==> config.mk <==
export PLATFORM = sky130hd
export DESIGN_NAME = uart_tx_fifo
export DESIGN_NICKNAME = d
export VERILOG_FILES = /design/src/rtl/uart_tx_fifo.sv
export SDC_FILE = /design/constraint.sdc
export NUM_CORES = 1
export LEC_CHECK = 0
export CORE_ASPECT_RATIO = 0.75
export CORE_MARGIN = 2
export CORE_UTILIZATION = 40
export CTS_BUF_LIST = sky130_fd_sc_hd__clkbuf_8
export DETAILED_ROUTE_END_ITERATION = 10
export PLACE_DENSITY = 0.66
export SLEW_MARGIN = 15
export SYNTH_ARGS = -nofsm -noshare
export SYNTH_HDL_FRONTEND = slang
export SYNTH_SLANG_ARGS = --single-unit
==> constraint.sdc <==
create_clock -name clock -period 6.2 [get_ports clock]
set_clock_uncertainty 0.2 [all_clocks]
set_input_delay 0.62 -clock clock [delete_from_list [all_inputs] [get_ports clock]]
set_output_delay 0.62 -clock clock [all_outputs]
set_load 0.02 [all_outputs]
==> src/rtl/uart_tx_fifo.sv <==
// 8N1 UART transmitter fed by a small FIFO; frames go out back-to-back while data is queued.
// Optional even-parity bit (8E1) when UART_TX_PARITY_EN is defined.
module uart_tx_fifo #(
  parameter int unsigned CLKS_PER_BIT = 434,
  parameter int unsigned FIFO_DEPTH   = 16,
  parameter int unsigned CNT_W        = 5
) (
  input  logic             clock,
  input  logic             reset_rtl,
  input  logic [7:0]       tx_data,
  input  logic             tx_valid,
  output logic             tx_ready,
  output logic             uart_txd,
  output logic             tx_busy,
  output logic [CNT_W-1:0] fifo_count
);

  localparam int unsigned PTR_W  = $clog2(FIFO_DEPTH);
  localparam int unsigned BAUD_W = $clog2(CLKS_PER_BIT);
  localparam logic [BAUD_W-1:0] BAUD_LAST = BAUD_W'(CLKS_PER_BIT - 1);
  localparam logic [CNT_W-1:0]  CNT_FULL  = CNT_W'(FIFO_DEPTH);

`ifdef UART_TX_PARITY_EN
  typedef enum logic [2:0] {S_IDLE, S_START, S_DATA, S_PARITY, S_STOP} state_t;
`else
  typedef enum logic [1:0] {S_IDLE, S_START, S_DATA, S_STOP} state_t;
`endif

  state_t              state_q, state_d;
  logic [BAUD_W-1:0]   baud_q, baud_d;
  logic [2:0]          bit_q, bit_d;
  logic [7:0]          shreg_q, shreg_d;
  logic                txd_d, busy_d;
`ifdef UART_TX_PARITY_EN
  logic                par_q, par_d;
`endif

  logic [7:0]          mem [FIFO_DEPTH];
  logic [PTR_W-1:0]    wptr, rptr;
  logic                push_c, pop_c, empty_c, baud_end_c;
  logic [CNT_W-1:0]    count_nxt_c;
  logic [7:0]          head_c;

  assign push_c     = tx_valid & tx_ready;
  assign empty_c    = (fifo_count == '0);
  assign baud_end_c = (baud_q == BAUD_LAST);
  assign head_c     = mem[rptr];

  always_comb begin
    count_nxt_c = fifo_count;
    if (push_c && !pop_c)      count_nxt_c = fifo_count + CNT_W'(1);
    else if (!push_c && pop_c) count_nxt_c = fifo_count - CNT_W'(1);
  end

  // FIFO storage has no reset; only pointers and count are cleared
  always_ff @(posedge clock) begin
    if (push_c) mem[wptr] <= tx_data;
  end

  always_ff @(posedge clock or negedge reset_rtl) begin
    if (!reset_rtl) begin
      wptr       <= '0;
      rptr       <= '0;
      fifo_count <= '0;
      tx_ready   <= 1'b1;
    end else begin
      if (push_c) wptr <= wptr + PTR_W'(1);
      if (pop_c)  rptr <= rptr + PTR_W'(1);
      fifo_count <= count_nxt_c;
      tx_ready   <= (count_nxt_c != CNT_FULL);
    end
  end

  always_ff @(posedge clock or negedge reset_rtl) begin
    if (!reset_rtl) begin
      state_q  <= S_IDLE;
      baud_q   <= '0;
      bit_q    <= '0;
      shreg_q  <= '0;
      uart_txd <= 1'b1;
      tx_busy  <= 1'b0;
`ifdef UART_TX_PARITY_EN
      par_q    <= 1'b0;
`endif
    end else begin
      state_q  <= state_d;
      baud_q   <= baud_d;
      bit_q    <= bit_d;
      shreg_q  <= shreg_d;
      uart_txd <= txd_d;
      tx_busy  <= busy_d;
`ifdef UART_TX_PARITY_EN
      par_q    <= par_d;
`endif
    end
  end

  always_comb begin
    state_d = state_q;
    baud_d  = baud_q;
    bit_d   = bit_q;
    shreg_d = shreg_q;
    txd_d   = uart_txd;
    busy_d  = tx_busy;
    pop_c   = 1'b0;
`ifdef UART_TX_PARITY_EN
    par_d   = par_q;
`endif
    unique case (state_q)
      S_IDLE: begin
        txd_d  = 1'b1;
        baud_d = '0;
        if (!empty_c) begin
          pop_c   = 1'b1;
          shreg_d = head_c;
          txd_d   = 1'b0;
          busy_d  = 1'b1;
          state_d = S_START;
`ifdef UART_TX_PARITY_EN
          par_d   = ^head_c;
`endif
        end
      end
      S_START: begin
        if (baud_end_c) begin
          baud_d  = '0;
          bit_d   = '0;
          txd_d   = shreg_q[0];
          state_d = S_DATA;
        end else begin
          baud_d = baud_q + BAUD_W'(1);
        end
      end
      // LSB first: shift right and present the next bit each cell
      S_DATA: begin
        if (baud_end_c) begin
          baud_d = '0;
          if (bit_q == 3'd7) begin
`ifdef UART_TX_PARITY_EN
            txd_d   = par_q;
            state_d = S_PARITY;
`else
            txd_d   = 1'b1;
            state_d = S_STOP;
`endif
          end else begin
            bit_d   = bit_q + 3'd1;
            shreg_d = {1'b0, shreg_q[7:1]};
            txd_d   = shreg_q[1];
          end
        end else begin
          baud_d = baud_q + BAUD_W'(1);
        end
      end
`ifdef UART_TX_PARITY_EN
      S_PARITY: begin
        if (baud_end_c) begin
          baud_d  = '0;
          txd_d   = 1'b1;
          state_d = S_STOP;
        end else begin
          baud_d = baud_q + BAUD_W'(1);
        end
      end
`endif
      // Chain straight into the next start bit when more data is queued
      S_STOP: begin
        if (baud_end_c) begin
          baud_d = '0;
          if (!empty_c) begin
            pop_c   = 1'b1;
            shreg_d = head_c;
            txd_d   = 1'b0;
            state_d = S_START;
`ifdef UART_TX_PARITY_EN
            par_d   = ^head_c;
`endif
          end else begin
            busy_d  = 1'b0;
            state_d = S_IDLE;
          end
        end else begin
          baud_d = baud_q + BAUD_W'(1);
        end
      end
      default: begin
        state_d = S_IDLE;
        txd_d   = 1'b1;
        busy_d  = 1'b0;
        baud_d  = '0;
        bit_d   = '0;
      end
    endcase
  end

endmodule

# Word level (Yosys, flattened, before mapping)
# Memories as Yosys holds them, arrays and structs flattened.
# Index checks and enable logic that the tools add are counted.
dict set report totals {
  memories 1
  reg_bits 38
  out_inout_bits 8
  mem_bits_rw 128
  inputBits 11
  elab_cells 83
}
# memory depth width rd rd_ports_with_merged_regs wr line
set memory_table {}
lappend memory_table {mem 16 8 1 0 1 38} ;# logic [7:0] mem [FIFO_DEPTH];
dict set report classes {
  addsub 6
  eq_ne 14
  mux 36
  bitwise 1
  reduce_logical 15
}
# op n
set op_table {}
lappend op_table {{2-to-1 mux 8 bit} 4}
lappend op_table {{one-hot mux 8 bit (3 select lines)} 1}
lappend op_table {{one-hot mux 9 bit (2 select lines)} 1}
lappend op_table {{inequality test 2 bit, second input constant} 8}
lappend op_table {{AND reduction 4 bit} 4}
lappend op_table {{2-to-1 mux 1 bit} 14}
lappend op_table {{2-to-1 mux 2 bit} 5}
lappend op_table {{2-to-1 mux 5 bit} 2}
lappend op_table {{adder 9 x 1 -> 9 bit, second input constant} 1}
lappend op_table {{== test 9 bit, second input constant} 1}
lappend op_table {{2-to-1 mux 3 bit} 3}
lappend op_table {{2-to-1 mux 9 bit} 1}
lappend op_table {{adder 4 x 1 -> 4 bit, second input constant} 2}
lappend op_table {{one-hot mux 2 bit (4 select lines)} 1}
lappend op_table {{one-hot mux 3 bit (2 select lines)} 1}
lappend op_table {{adder 5 x 1 -> 5 bit, second input constant} 1}
lappend op_table {{logical NOT 5 bit} 1}
lappend op_table {{inequality test 5 bit, second input constant} 1}
lappend op_table {{AND reduction 5 bit} 1}
lappend op_table {{subtractor 5 x 1 -> 5 bit, second input constant} 1}
lappend op_table {{== test 2 bit, second input constant} 2}
lappend op_table {{one-hot mux 1 bit (2 select lines)} 2}
lappend op_table {{one-hot mux 1 bit (4 select lines)} 1}
lappend op_table {{nonzero test 2 bit} 2}
lappend op_table {{9 further kinds} 11}

# Depth between registers and ports, before layout
# Gate-level depths: netlist of the first run.
dict set report depth {
  ltp_word 8
  depth_mapped 9
  mapped_depth_nobuf 8
}

# Least setup slack after synthesis of the first run
# Ideal clock, no wire load.
dict set report synth_timing {
  path_kind {register to register}
  startpoint {register fifo_count[0]}
  endpoint {register tx_ready}
  path_buffers 0
  t_arrival_ps 2366
  stages_incl_launch_ff 9
  required_time_ps 5914
  period_less_slack_ps 2652
  slack_ps 3548
  setup_time_ps 86
  path_cell_list {dfrtp_1 -> inv_1 -> ha_1 -> or4b_4 -> nand4_4 -> and2_2 -> mux2_1 -> xor2_1 -> a2111o_1}
}
dict set report synth_between {
  elab_chain_len 8
  word_cells_on_any_way 12
  classes_between {add/sub (2); eq/ne (1); mux (5); reduce/logical (4)}
}
# element line
set synth_lines {}
lappend synth_lines {{from (decl)} 15} ;# output logic [CNT_W-1:0] fifo_count
lappend synth_lines {{from (signal assigned)} 69} ;# fifo_count <= count_nxt_c;
lappend synth_lines {{logical NOT 5 bit} 45} ;# assign empty_c = (fifo_count == '0);
lappend synth_lines {{2-to-1 mux 1 bit} {113, 170}}
lappend synth_lines {{2-to-1 mux 1 bit} 168} ;# if (baud_end_c) begin
lappend synth_lines {{one-hot mux 1 bit (2 select lines)} 109} ;# unique case (state_q)
lappend synth_lines {{logical AND 1 bit / logical NOT 1 bit (equally long branches)} {52, 51}}
lappend synth_lines {{2-to-1 mux 5 bit / logical AND 1 bit (equally long branches)} {52, 51}}
lappend synth_lines {{2-to-1 mux 5 bit (*)} 51} ;# if (push_c && !pop_c) count_nxt_c = fifo_count + CNT_W'(1);
lappend synth_lines {{inequality test 5 bit (*)} 70} ;# tx_ready <= (count_nxt_c != CNT_FULL);
lappend synth_lines {{to (signal assigned)} 70}
lappend synth_lines {{to (decl)} 12} ;# output logic tx_ready,
# Every way passes the cells marked *; elsewhere a longest branch is shown, timed or not.
# A chain may end at the register's enable or synchronous reset.

# Final worst setup path of the first run
# Same ends and word-level chain as after synthesis.

==> out/qor.csv, run 1 <==
stage,metric,value,unit
status,status,completed,
synth,nets_in_the_synthesized_netlist,435,
grt,number_of_antenna_violations_at_the_first_check_in_global_routing,0,
clock_network,postCtsSetupBuffers,0,
timing,setup_viol_count_final,0,
power_and_ir_drop,power.share.switching,0.287,
floorplanning,fp.dieW,157,µm
power_and_ir_drop,power_frac_seq,0.561,
timing,setup_repair_after_global_routing_missed_its_margin,false,
synth,asyncSetResetFlopFracSynth,0.229,
timing,timing.max_slew.rel_slack,0.396,
clock_network,worstSkewPairLatency,0.45,ns
clock_network,clkTransAtPathRegs,0.09,ns
grt,global_route_usage_over_all_layers,0.146,
synth,yosys_most_used_dff,edfxtp_1,
setup_path,critPathCaptureType,flip-flop,
layout,final-instance-count-excl-fill,684,
power_and_ir_drop,power_frac_clock,0.294,
placement,buffer_ports.inserted,18,
floorplanning,initial_core_util,0.404,
clock_network,max-clock-path-buffers,2,
grt,busiest_layer,met1,
timing,hold_viol_final,0,
power_and_ir_drop,power_per_standard_cell_area,315,nW/µm²
layout,ff_latch_area,4800,µm²
grt,overflow,0,
synth,synthesis.yosys.warnings,0,
setup_path,crit_required,6.38,ns
timing,setup_tns,0,ns
timing,fmaxAchievable,0.371,GHz
detailed_routing,detail_route.drc_violations,0,
grt,grt_max_degree,39,
setup_path,critPathLaunchType,flip-flop,
clock_network,cts-root-buf,clkbuf_8,
floorplanning,row_count,42,
synth,ys_types,52,
power_and_ir_drop,power.ir.vdd_worst,0.000165,V
power_and_ir_drop,power.net_switching,712,µW
synth,post_synth.cell_area_avg,17.4,µm²
floorplanning,die-height,119,µm
grt,globalRouteMet3Util,0.0386,
power_and_ir_drop,power.leakage,0.00272,µW
clock_network,cts_hold_buf,0,
clock_network,clkSinkCount,166,
timing,finalCritPeriodShare,0.434,
detailed_routing,initialDrtViolationCount,325,
detailed_routing,ant_nets,0,
synth,synthDominantAreaCellType,edfxtp_1,
power_and_ir_drop,power.share.combinational,0.145,
placement,gp_congestion,0.873,
clock_network,post_cts_resized,0,
synth,number_of_enable_type_register_cells_in_the_synthesized_netlist,128,
synth,post_synth_inst_count,406,
layout,final_net_count,458,
layout,fillerInstances,1505,
worst_hold_path,worstHoldPathType,in -> async,
setup_path,path_max_fanout,6,
timing,min_period,2.69,ns
timing,timing_worst_slew_pin_value,0.905,ns
placement,dp.final_hpwl,8.26,mm
detailed_routing,routed_wl,12.5,mm
layout,syn_to_final_growth,11.2,%
detailed_routing,detail_route.wl_per_cell,18.2,µm
timing,final_max_slew_viol_count,0,
clock_network,htree_levels,4,
grt,grt_pass1_vias,3568,
grt,global_route.usage.met1,0.224,
layout,multiInputGateArea,2150,µm²
grt,gr-usage-met2,0.207,
floorplanning,fp.coreArea,17500,µm²
synth,synth-seq-area-share,0.679,
clock_network,clock_tree_from_tritoncts,built,
setup_path,critPathArrivalTime,2.87,ns
detailed_routing,firstDrtPassIters,7,
grt,grt_pass1_wl,20.4,mm
detailed_routing,routed-via-count,3548,
detailed_routing,detail_route.vias_per_cell,5.19,
synth,synth.cell_area,7070,µm²
synth,yosys.area.top_type_share,0.544,
clock_network,number_of_buffers_created_by_cts,17,
synth,post_synth_main_area_contributors,"edfxtp_1 (54%), dfrtp_1 (13%), mux4_2 (13%)",
floorplanning,ios,19,
layout,diodes,0,
layout,final_layout_size_suffix_gt1_frac,0.197,
floorplanning,area_enclosed_by_the_die_boundary,18800,µm²
run,drv.max_cap_violation_count,0,
placement,numPlacedInstances,652,
setup_path,crit_type,reg -> reg,
synth,yosys_register_bits,166,
power_and_ir_drop,p_int,1770,µW
[stage by stage]
| stage | cell area [µm²] | setup slack [ns] | power (µW) | hold WS (ns) | utilization |
|---|---|---|---|---|---|
| 3_5_place_dp | 7490 | 3.40 | 1770 | 0.259 | 0.428 |
| 6_report | 7860 | 3.51 | 2480 | 0.0917 | 0.449 |
| 3_3_place_gp | 7490 | 3.43 | 1760 | 0.263 | 0.428 |
| 5_1_grt | 7860 | 3.24 | 2590 | 0.123 | 0.449 |
| 4_1_cts | 7860 | 3.49 | 2500 | 0.0806 | 0.449 |
| 2_1_floorplan | 7070 | 3.55 | 1620 | 0.124 | - |
[flip-flops by register name (all words and copies together), names as in the netlist, 2 cells and up]
signal and count:
state_q 2, mem 128, fifo_count 5, bit_q 3, wptr 4, shreg_q 8
baud_q 9, rptr 4
[routing by layer]
layer  share of wire  up-vias
met3           0.055       10
li1                -     1624
met2            0.44       88
met4          0.0086        0
met5               0        -
met1            0.49     1826
[cells in the mapped netlist, types with 2 or more instances]
master,instances
xnor2_1,11
dfrtp_1,36
and2_1,14
dfstp_2,2
nand2_1,22
and3_1,6
nand3_1,7
buf_2,6
xor2_1,5
a22o_1,5
inv_1,12
buf_1,3
o21bai_1,2
a22oi_1,2
clkbuf_1,6
nand2b_1,2
nand4_1,2
a211oi_1,2
edfxtp_1,128
mux2i_1,8
nor3b_1,2
nor3_1,3
ha_1,18
nor2b_1,2
nor2_1,18
o21ai_0,12
mux4_2,40
a21oi_1,6
[power by group through the flow]
stage / clock [µW] / combinational [µW] / sequential [µW]
after floorplan: 0 / 207 / 1420
after global placement: 0 / 351 / 1410
after detailed placement: 0 / 357 / 1420
after CTS: 745 / 360 / 1390
after global routing: 799 / 391 / 1410
final: 729 / 358 / 1390
[logic make-up (layout without fill, tap and decap cells)]
logic type               count (synthesis)  in the layout  share of synthesized area
flip-flops                             166            166                      0.679
XOR/XNOR                                16             16                     0.0198
multiplexers                            50             50                      0.142
adder cells (fa/ha/maj)                 18             18                     0.0319
buffers and inverters                   28             64                     0.0165
AO/OA/AOI/OAI                           40             40                     0.0391
AND/OR/NAND/NOR                         88             88                     0.0720
[final timing paths]
kind	start	endpoint	slack [ns]	cells after the start
max in group asynchronous	reset_rtl	rptr[0]$_DFFE_PN0P_	5.10	1
worst max register to register	fifo_count[0]$_DFF_PN0_	tx_ready$_DFF_PN1_	3.51	8
worst max-delay path	fifo_count[0]$_DFF_PN0_	tx_ready$_DFF_PN1_	3.51	8
min in group clock	uart_txd$_DFFE_PN1P_	uart_txd$_DFFE_PN1P_	0.27	2
worst min-delay path	reset_rtl	baud_q[5]$_DFF_PN0_	0.09	1
worst min register to register	uart_txd$_DFFE_PN1P_	uart_txd$_DFFE_PN1P_	0.27	2
[critical path, cell delays in order (launching register included)]
cell	delay, ns
dfrtp_1	0.45
inv_1	0.16
ha_1	0.19
or4b_4	0.51
nand4_4	0.16
and2_2	0.19
mux2_1	0.33
xor2_1	0.15
a2111o_1	0.29
[placed cells by master (no fill, tap or decap), drive strengths merged, types with 8 or more instances in the layout]
cell | netlist | layout
nand2 | 22 | 22
o21ai | 13 | 13
dfrtp | 36 | 36
edfxtp | 128 | 128
mux2i | 8 | 8
inv | 12 | 22
xnor2 | 11 | 11
mux4 | 40 | 40
and2 | 15 | 15
nor2 | 18 | 18
ha | 18 | 18
clkdlybuf4s50 | 0 | 17
clkbuf | 6 | 17
nand3 | 8 | 8
[area by class of cell]
| cell class | instances | area share |
|---|---|---|
| Inverter | 12 | 0.00573 |
| Tap cell | 242 | 0.0385 |
| Clock inverter | 15 | 0.0172 |
| Timing Repair Buffer | 20 | 0.0242 |
| Multi-Input combinational cell | 212 | 0.274 |
| Sequential cell | 166 | 0.610 |
| Clock buffer | 17 | 0.0298 |
Power figures use the tool's default switching activity.
==> inputs of run 2 (changes only) <==
- clock period: 6.2 -> 2.5 ns (I/O delays scaled with it)
==> run 2 against run 1 <==
Clock power rose to 2.5 times the previous value. Critical path depth unchanged. Routed wire length up 4.6%. Via count up 0.85%. Worst setup slack worse by 3.5 ns. Highest routed layer unchanged. Critical path type unchanged. Critical endpoint unchanged. Core utilization up 1.3 points. Sequential cell count unchanged. Largest cell class unchanged. Sequential share of layout area down 1.7 points.
==> out/qor.csv, run 2 (same netlist as run 1, synthesis figures left out) <==
stage,metric,value,unit,change
status,status,completed,,
grt,overflow,0,,unchanged
setup_path,crit_type,reg -> reg,,
layout,final_layout_size_suffix_gt1_frac,0.248,,+0.0515
timing,setup_repair_after_global_routing_missed_its_margin,true,,
floorplanning,fp.coreArea,17500,µm²,unchanged
placement,gp_congestion,0.796,,-8.8%
setup_path,path_max_fanout,5,,-1
setup_path,crit_required,2.67,ns,-3.71 ns
timing,timing_worst_slew_pin_value,0.893,ns,-0.0123 ns
timing,finalCritPeriodShare,0.979,,+0.545
power_and_ir_drop,power.ir.vdd_worst,0.000611,V,+270%
floorplanning,ios,19,,unchanged
layout,layout_commonest_cell,edfxtp_1,,
detailed_routing,ant_nets,0,,unchanged
setup_path,critPathCaptureType,flip-flop,,
grt,global_route_usage_over_all_layers,0.151,,+0.00505
clock_network,clkTransAtPathRegs,0.09,ns,about the same
power_and_ir_drop,power_per_standard_cell_area,777,nW/µm²,+150%
setup_path,critPathLaunchType,flip-flop,,
detailed_routing,routed-via-count,3578,,+0.85%
power_and_ir_drop,power_frac_seq,0.542,,-0.019
clock_network,cts-root-buf,clkbuf_8,,
floorplanning,fp.dieW,157,µm,unchanged
power_and_ir_drop,power.share.switching,0.276,,-0.0117
placement,numPlacedInstances,672,,+3.1%
power_and_ir_drop,power.share.combinational,0.167,,+0.022
clock_network,number_of_buffers_created_by_cts,17,,unchanged
setup_path,critPathMaxStageDelay,0.50,ns,about the same
power_and_ir_drop,power_frac_clock,0.291,,-0.003
layout,final_net_count,480,,+4.8%
power_and_ir_drop,p_int,4550,µW,+160%
clock_network,clock_tree_from_tritoncts,built,,
placement,area_after_dpl,7670,µm²,+2.4%
grt,grt_pass1_vias,3753,,+5.2%
detailed_routing,initialDrtViolationCount,362,,+11%
power_and_ir_drop,p_total,6290,µW,+150%
timing,min_period,2.45,ns,-0.246 ns
layout,final-instance-count-excl-fill,705,,+3.1%
setup_path,worst_path_max_delay_cell,or4b_4,,
detailed_routing,detail_route.wl_per_cell,18.5,µm,+1.5%
power_and_ir_drop,power.leakage,0.00285,µW,+4.7%
run,drv.max_cap_violation_count,0,,unchanged
clock_network,worstSkewPairLatency,0.44,ns,about the same
timing,fmaxAchievable,0.409,GHz,+10%
floorplanning,row_count,42,,unchanged
timing,final_max_slew_viol_count,0,,unchanged
floorplanning,area_enclosed_by_the_die_boundary,18800,µm²,unchanged
timing,hold_viol_final,0,,unchanged
setup_path,worst_path_dominant_cell_family,simple AND/OR/NAND/NOR gates,,
placement,dp.final_hpwl,8.80,mm,+6.6%
setup_path,critPathArrivalTime,2.61,ns,-0.26 ns
grt,grt_max_degree,39,,unchanged
clock_network,max-clock-path-buffers,2,,unchanged
clock_network,htree_levels,4,,unchanged
power_and_ir_drop,power.net_switching,1730,µW,+140%
detailed_routing,firstDrtPassIters,4,,-3
timing,final_hold_slack,0.254,ns,+0.162 ns
layout,diodes,0,,unchanged
floorplanning,initial_core_util,0.404,,unchanged
setup_path,timing.critical_path.cells,"inv_2, ha_4, or4b_4, nand3b_4, and2_4, mux2_4, xor2_2, a2111o_1",,
layout,mostFrequentLayoutCells,"edfxtp_1 (128), mux4_2 (40), dfrtp_1 (33)",,
detailed_routing,detail_route.drc_violations,0,,unchanged
floorplanning,die-height,119,µm,unchanged
layout,largest-register,mem,,
layout,largest_reg_flops,128,,unchanged
grt,number_of_antenna_violations_at_the_first_check_in_global_routing,0,,unchanged
worst_hold_path,worstHoldPathType,in -> async,,
timing,setup_viol_count_final,0,,unchanged
detailed_routing,routed_wl,13.0,mm,+4.6%
grt,grt_pass1_wl,21.1,mm,+3.4%
clock_network,clkSinkCount,166,,unchanged
layout,design_area,8090,µm²,+2.9%
detailed_routing,detail_route.vias_per_cell,5.08,,-2.2%
layout,syn_to_final_growth,14.5,%,
layout,layout_top_registers,"mem (128), baud_q (9), shreg_q (8)",,
placement,buffer_ports.inserted,18,,unchanged
setup_path,critical_path_buf_inv_count,1,,unchanged
timing,timing.max_slew.rel_slack,0.405,,+0.00822
run 2: cell types whose count changed in the layout (fill, tap and decap cells not counted), sizes merged:
cell / before / now
dlygate4sd3: 0 / 1
bufinv: 0 / 1
buf: 3 / 24
clkinv: 5 / 7
inv: 22 / 18
run 2: area by class of cell:
cell class,instances,area (µm²)
clock inverter,14,141
sequential,166,4800
inverter,12,45.0
clock buffer,17,234
fill,1480,9410
tap,242,303
timing repair buffer,42,383
multi-input combinational,212,2180
run 2: routing by layer:
metal | vias up | routed length [µm] | global-route usage
li1 | 1666 | - | -
met3 | 7 | 597 | 0.0375
met4 | 0 | 87 | 0.0523
met1 | 1839 | 6350 | 0.221
met2 | 66 | 6010 | 0.221
met5 | - | 0 | 0
run 2: path summary, 6_finish.rpt:
path / from / depth (start not counted) / endpoint / slack (ns)
max: fifo_count[0]$_DFF_PN0_ / 8 / tx_ready$_DFF_PN1_ / 0.05
min: reset_rtl / 2 / baud_q[5]$_DFF_PN0_ / 0.25
max reg2reg: fifo_count[0]$_DFF_PN0_ / 8 / tx_ready$_DFF_PN1_ / 0.05
min reg2reg: uart_txd$_DFFE_PN1P_ / 2 / uart_txd$_DFFE_PN1P_ / 0.27
max in group asynchronous: reset_rtl / 2 / rptr[0]$_DFFE_PN0P_ / 1.22
min in group clock: uart_txd$_DFFE_PN1P_ / 2 / uart_txd$_DFFE_PN1P_ / 0.27
run 2: power by group through the flow:
stage	logic, µW	registers, µW	clock network [µW]
2_1_floorplan	517	3520	0
3_3_place_gp	997	3450	0
4_1_cts	1020	3400	1880
6_report	1050	3410	1830
5_1_grt	1140	3430	1980
3_5_place_dp	1020	3460	0
run 2: timing repair:
action,in CTS,in global routing
hold buffers,1,0
endpoints found under the setup margin,0,9
gates resized for setup,0,5
endpoints found under the hold margin,36,0
setup buffers,0,1
run 2: worst reg2reg max path, stage by stage, from the launching register on:
cell      delay [ns]
dfrtp_2         0.41
inv_2           0.08
ha_4            0.13
or4b_4          0.50
nand3b_4        0.13
and2_4          0.17
mux2_4          0.31
xor2_2          0.15
a2111o_1        0.29
run 2: through the flow:
step                worst slack [ns]  utilization  setup TNS (ns)
floorplan                   0.000150            -               0
global placement              0.0780        0.439               0
detailed placement            0.0465        0.439               0
CTS                           0.0253        0.461               0
global route                 -0.0154        0.462         -0.0154
finish                        0.0520        0.462               0
==> inputs of run 3 (changes only) <==
- CELL_PAD_IN_SITES_DETAIL_PLACEMENT: unset -> 2
- CELL_PAD_IN_SITES_GLOBAL_PLACEMENT: unset -> 2
- PLACE_DENSITY: 0.66 -> 0.79
- SKIP_CTS_REPAIR_TIMING: unset -> 1
==> run 3 against run 2 <==
The run now ends with negative setup slack left. Routed wire length up 35%. Core utilization up 1.0 points. Die area unchanged. Final area up 2.2%. Largest cell class unchanged. Critical endpoint unchanged. Non-clock buffer count up 14. Register-to-register slack worse by 0.08 ns. Final cell count up 2.1%. Sequential cell count unchanged. Clock power up 6%.
==> out/qor.csv, run 3 (same netlist as run 1, synthesis figures left out) <==
stage,metric,value,unit,change
layout,final_layout_size_suffix_gt1_frac,0.278,,+0.0299
placement,buffer_ports.inserted,18,,unchanged
setup_path,crit_type,reg -> reg,,
layout,layout_commonest_cell,edfxtp_1,,
floorplanning,fp.dieW,157,µm,unchanged
setup_path,cp-endpoint,tx_ready$_DFF_PN1_,,
placement,dp.final_hpwl,12.2,mm,+39%
clock_network,clock_tree_from_tritoncts,built,,
power_and_ir_drop,power.leakage,0.00295,µW,+3.5%
clock_network,clkSinkCount,166,,unchanged
timing,finalCritPeriodShare,1.01,,+0.0326
layout,final_net_count,494,,+2.9%
grt,grt_pass1_vias,4349,,+16%
detailed_routing,firstDrtPassIters,4,,unchanged
placement,gp_congestion,0.801,,+0.65%
clock_network,number_of_buffers_created_by_cts,17,,unchanged
grt,grt_max_degree,39,,unchanged
detailed_routing,detail_route.drc_violations,0,,unchanged
detailed_routing,initialDrtViolationCount,314,,-13%
detailed_routing,detail_route.vias_per_cell,5.37,,+5.8%
clock_network,cts-root-buf,clkbuf_8,,
status,failed_checks,negative setup slack,,
grt,global_route_usage_over_all_layers,0.200,,+0.0495
timing,setup_viol_count_final,1,,+1
setup_path,timing.rr.end,tx_ready$_DFF_PN1_,,
setup_path,path_max_fanout,5,,unchanged
detailed_routing,ant_nets,0,,unchanged
timing,final_hold_slack,0.257,ns,+0.00325 ns
timing,timing.max_slew.rel_slack,0.403,,-0.00152
setup_path,reg2reg_setup_slack,-0.03,ns,-0.08 ns
timing,final_max_slew_viol_count,0,,unchanged
layout,layout_top_registers,"mem (128), baud_q (9), shreg_q (8)",,
run,drv.max_cap_violation_count,0,,unchanged
layout,syn_to_final_growth,17.0,%,
setup_path,crit-reg2reg-launch,fifo_count[0]$_DFF_PN0_,,
clock_network,max-clock-path-buffers,2,,unchanged
timing,timing_worst_slew_pin_value,0.895,ns,+0.00227 ns
worst_hold_path,worstHoldPathType,in -> async,,
grt,grt_pass1_wl,26.7,mm,+27%
grt,number_of_antenna_violations_at_the_first_check_in_global_routing,0,,unchanged
detailed_routing,detail_route.wl_per_cell,24.5,µm,+32%
setup_path,critPathCaptureType,flip-flop,,
layout,diodes,0,,unchanged
floorplanning,die-height,119,µm,unchanged
floorplanning,row_count,42,,unchanged
power_and_ir_drop,power_per_standard_cell_area,792,nW/µm²,+1.9%
setup_path,worstRegToRegCells,8,,unchanged
detailed_routing,routed_wl,17.6,mm,+35%
timing,hold_viol_final,0,,unchanged
status,status,"finished, violations left",,
floorplanning,fp.coreArea,17500,µm²,unchanged
grt,overflow,0,,unchanged
layout,fillerInstances,1613,,+9.0%
floorplanning,ios,19,,unchanged
clock_network,htree_levels,4,,unchanged
layout,mostFrequentLayoutCells,"edfxtp_1 (128), mux4_2 (40), dfrtp_1 (33), buf_4 (33), nand2_1 (22)",,
timing,min_period,2.53,ns,+0.0815 ns
timing,fmaxAchievable,0.395,GHz,-3.2%
setup_path,critical_path.startpoint,fifo_count[0]$_DFF_PN0_,,
setup_path,critPathLaunchType,flip-flop,,
timing,setup_repair_after_global_routing_missed_its_margin,true,,
layout,largest-register,mem,,
layout,largest_reg_flops,128,,unchanged
power_and_ir_drop,power.ir.vdd_worst,0.000378,V,-38%
clock_network,clkTransAtPathRegs,0.10,ns,about the same
setup_path,critPathArrivalTime,2.71,ns,+0.10 ns
floorplanning,area_enclosed_by_the_die_boundary,18800,µm²,unchanged
timing,setup_tns,-0.0295,ns,-0.0295 ns
floorplanning,initial_core_util,0.404,,unchanged
clock_network,worstSkewPairLatency,0.46,ns,+0.02 ns
detailed_routing,routed-via-count,3865,,+8.0%
setup_path,crit_required,2.68,ns,about the same
timing,finalWorstSetupSlack,-0.0295,ns,-0.0815 ns
run 3: changes by cell type in the layout (fill, tap and decap cells not counted), moves of 2 or more:
cell / delta
clkinv_8: +5
inv_8: +2
buf_12: +2
buf_4: +12
clkinv_4: -4
clkinv_1: -2
run 3: metrics by stage:
step                      area [µm²]  cells  worst slack (ns)  total power, µW  utilization
after floorplan                 7080    406          0.000150             4030            -
after global placement          7780    683            0.0694             4480        0.445
after detailed placement        7780    683            -0.103             4610        0.445
after CTS                       8190    715            -0.146             6570        0.468
after global routing            8270    720           -0.0803             6830        0.473
final                           8270    720           -0.0295             6550        0.473
run 3: cell type report:
| cell class | count | area [µm²] | area share |
|---|---|---|---|
| flip-flops and latches | 166 | 4800 | 0.580 |
| multi-input cells | 212 | 2200 | 0.266 |
| repair buffers | 56 | 513 | 0.0620 |
| well taps | 242 | 303 | 0.0366 |
| clock buffers | 17 | 234 | 0.0283 |
| clock inverters | 15 | 178 | 0.0215 |
| inverters | 12 | 45.0 | 0.00545 |
run 3: how the worst min path moves through the flow:
stage	startpoint	to	slack, ns	cells after the start
after floorplan	reset_rtl	baud_q[0]$_DFF_PN0_	-0.25	0
after global placement	reset_rtl	baud_q[7]$_DFF_PN0_	0.21	1
after detailed placement	reset_rtl	baud_q[7]$_DFF_PN0_	0.24	1
after CTS	reset_rtl	baud_q[7]$_DFF_PN0_	-0.28	1
after global routing	reset_rtl	wptr[2]$_DFFE_PN0P_	0.30	2
final	reset_rtl	baud_q[8]$_DFF_PN0_	0.26	2
run 3: report_power, final:
part | internal, µW | switching (µW)
clock | 770 | 1180
combinational | 488 | 691
sequential | 3280 | 146
total | 4540 | 2010
run 3: layer usage:
metal / global-route usage / routed length [µm]
met1: 0.267 / 7540
met2: 0.331 / 9140
met3: 0.0477 / 677
met4: 0.0563 / 255
met5: 0 / 0
run 3: worst max-delay path, stage by stage (launching register included):
cell	delay [ns]
dfrtp_2	0.43
inv_2	0.08
ha_4	0.13
or4b_4	0.50
nand3b_4	0.15
and2_4	0.18
mux2_4	0.31
xor2_1	0.16
a2111o_1	0.31
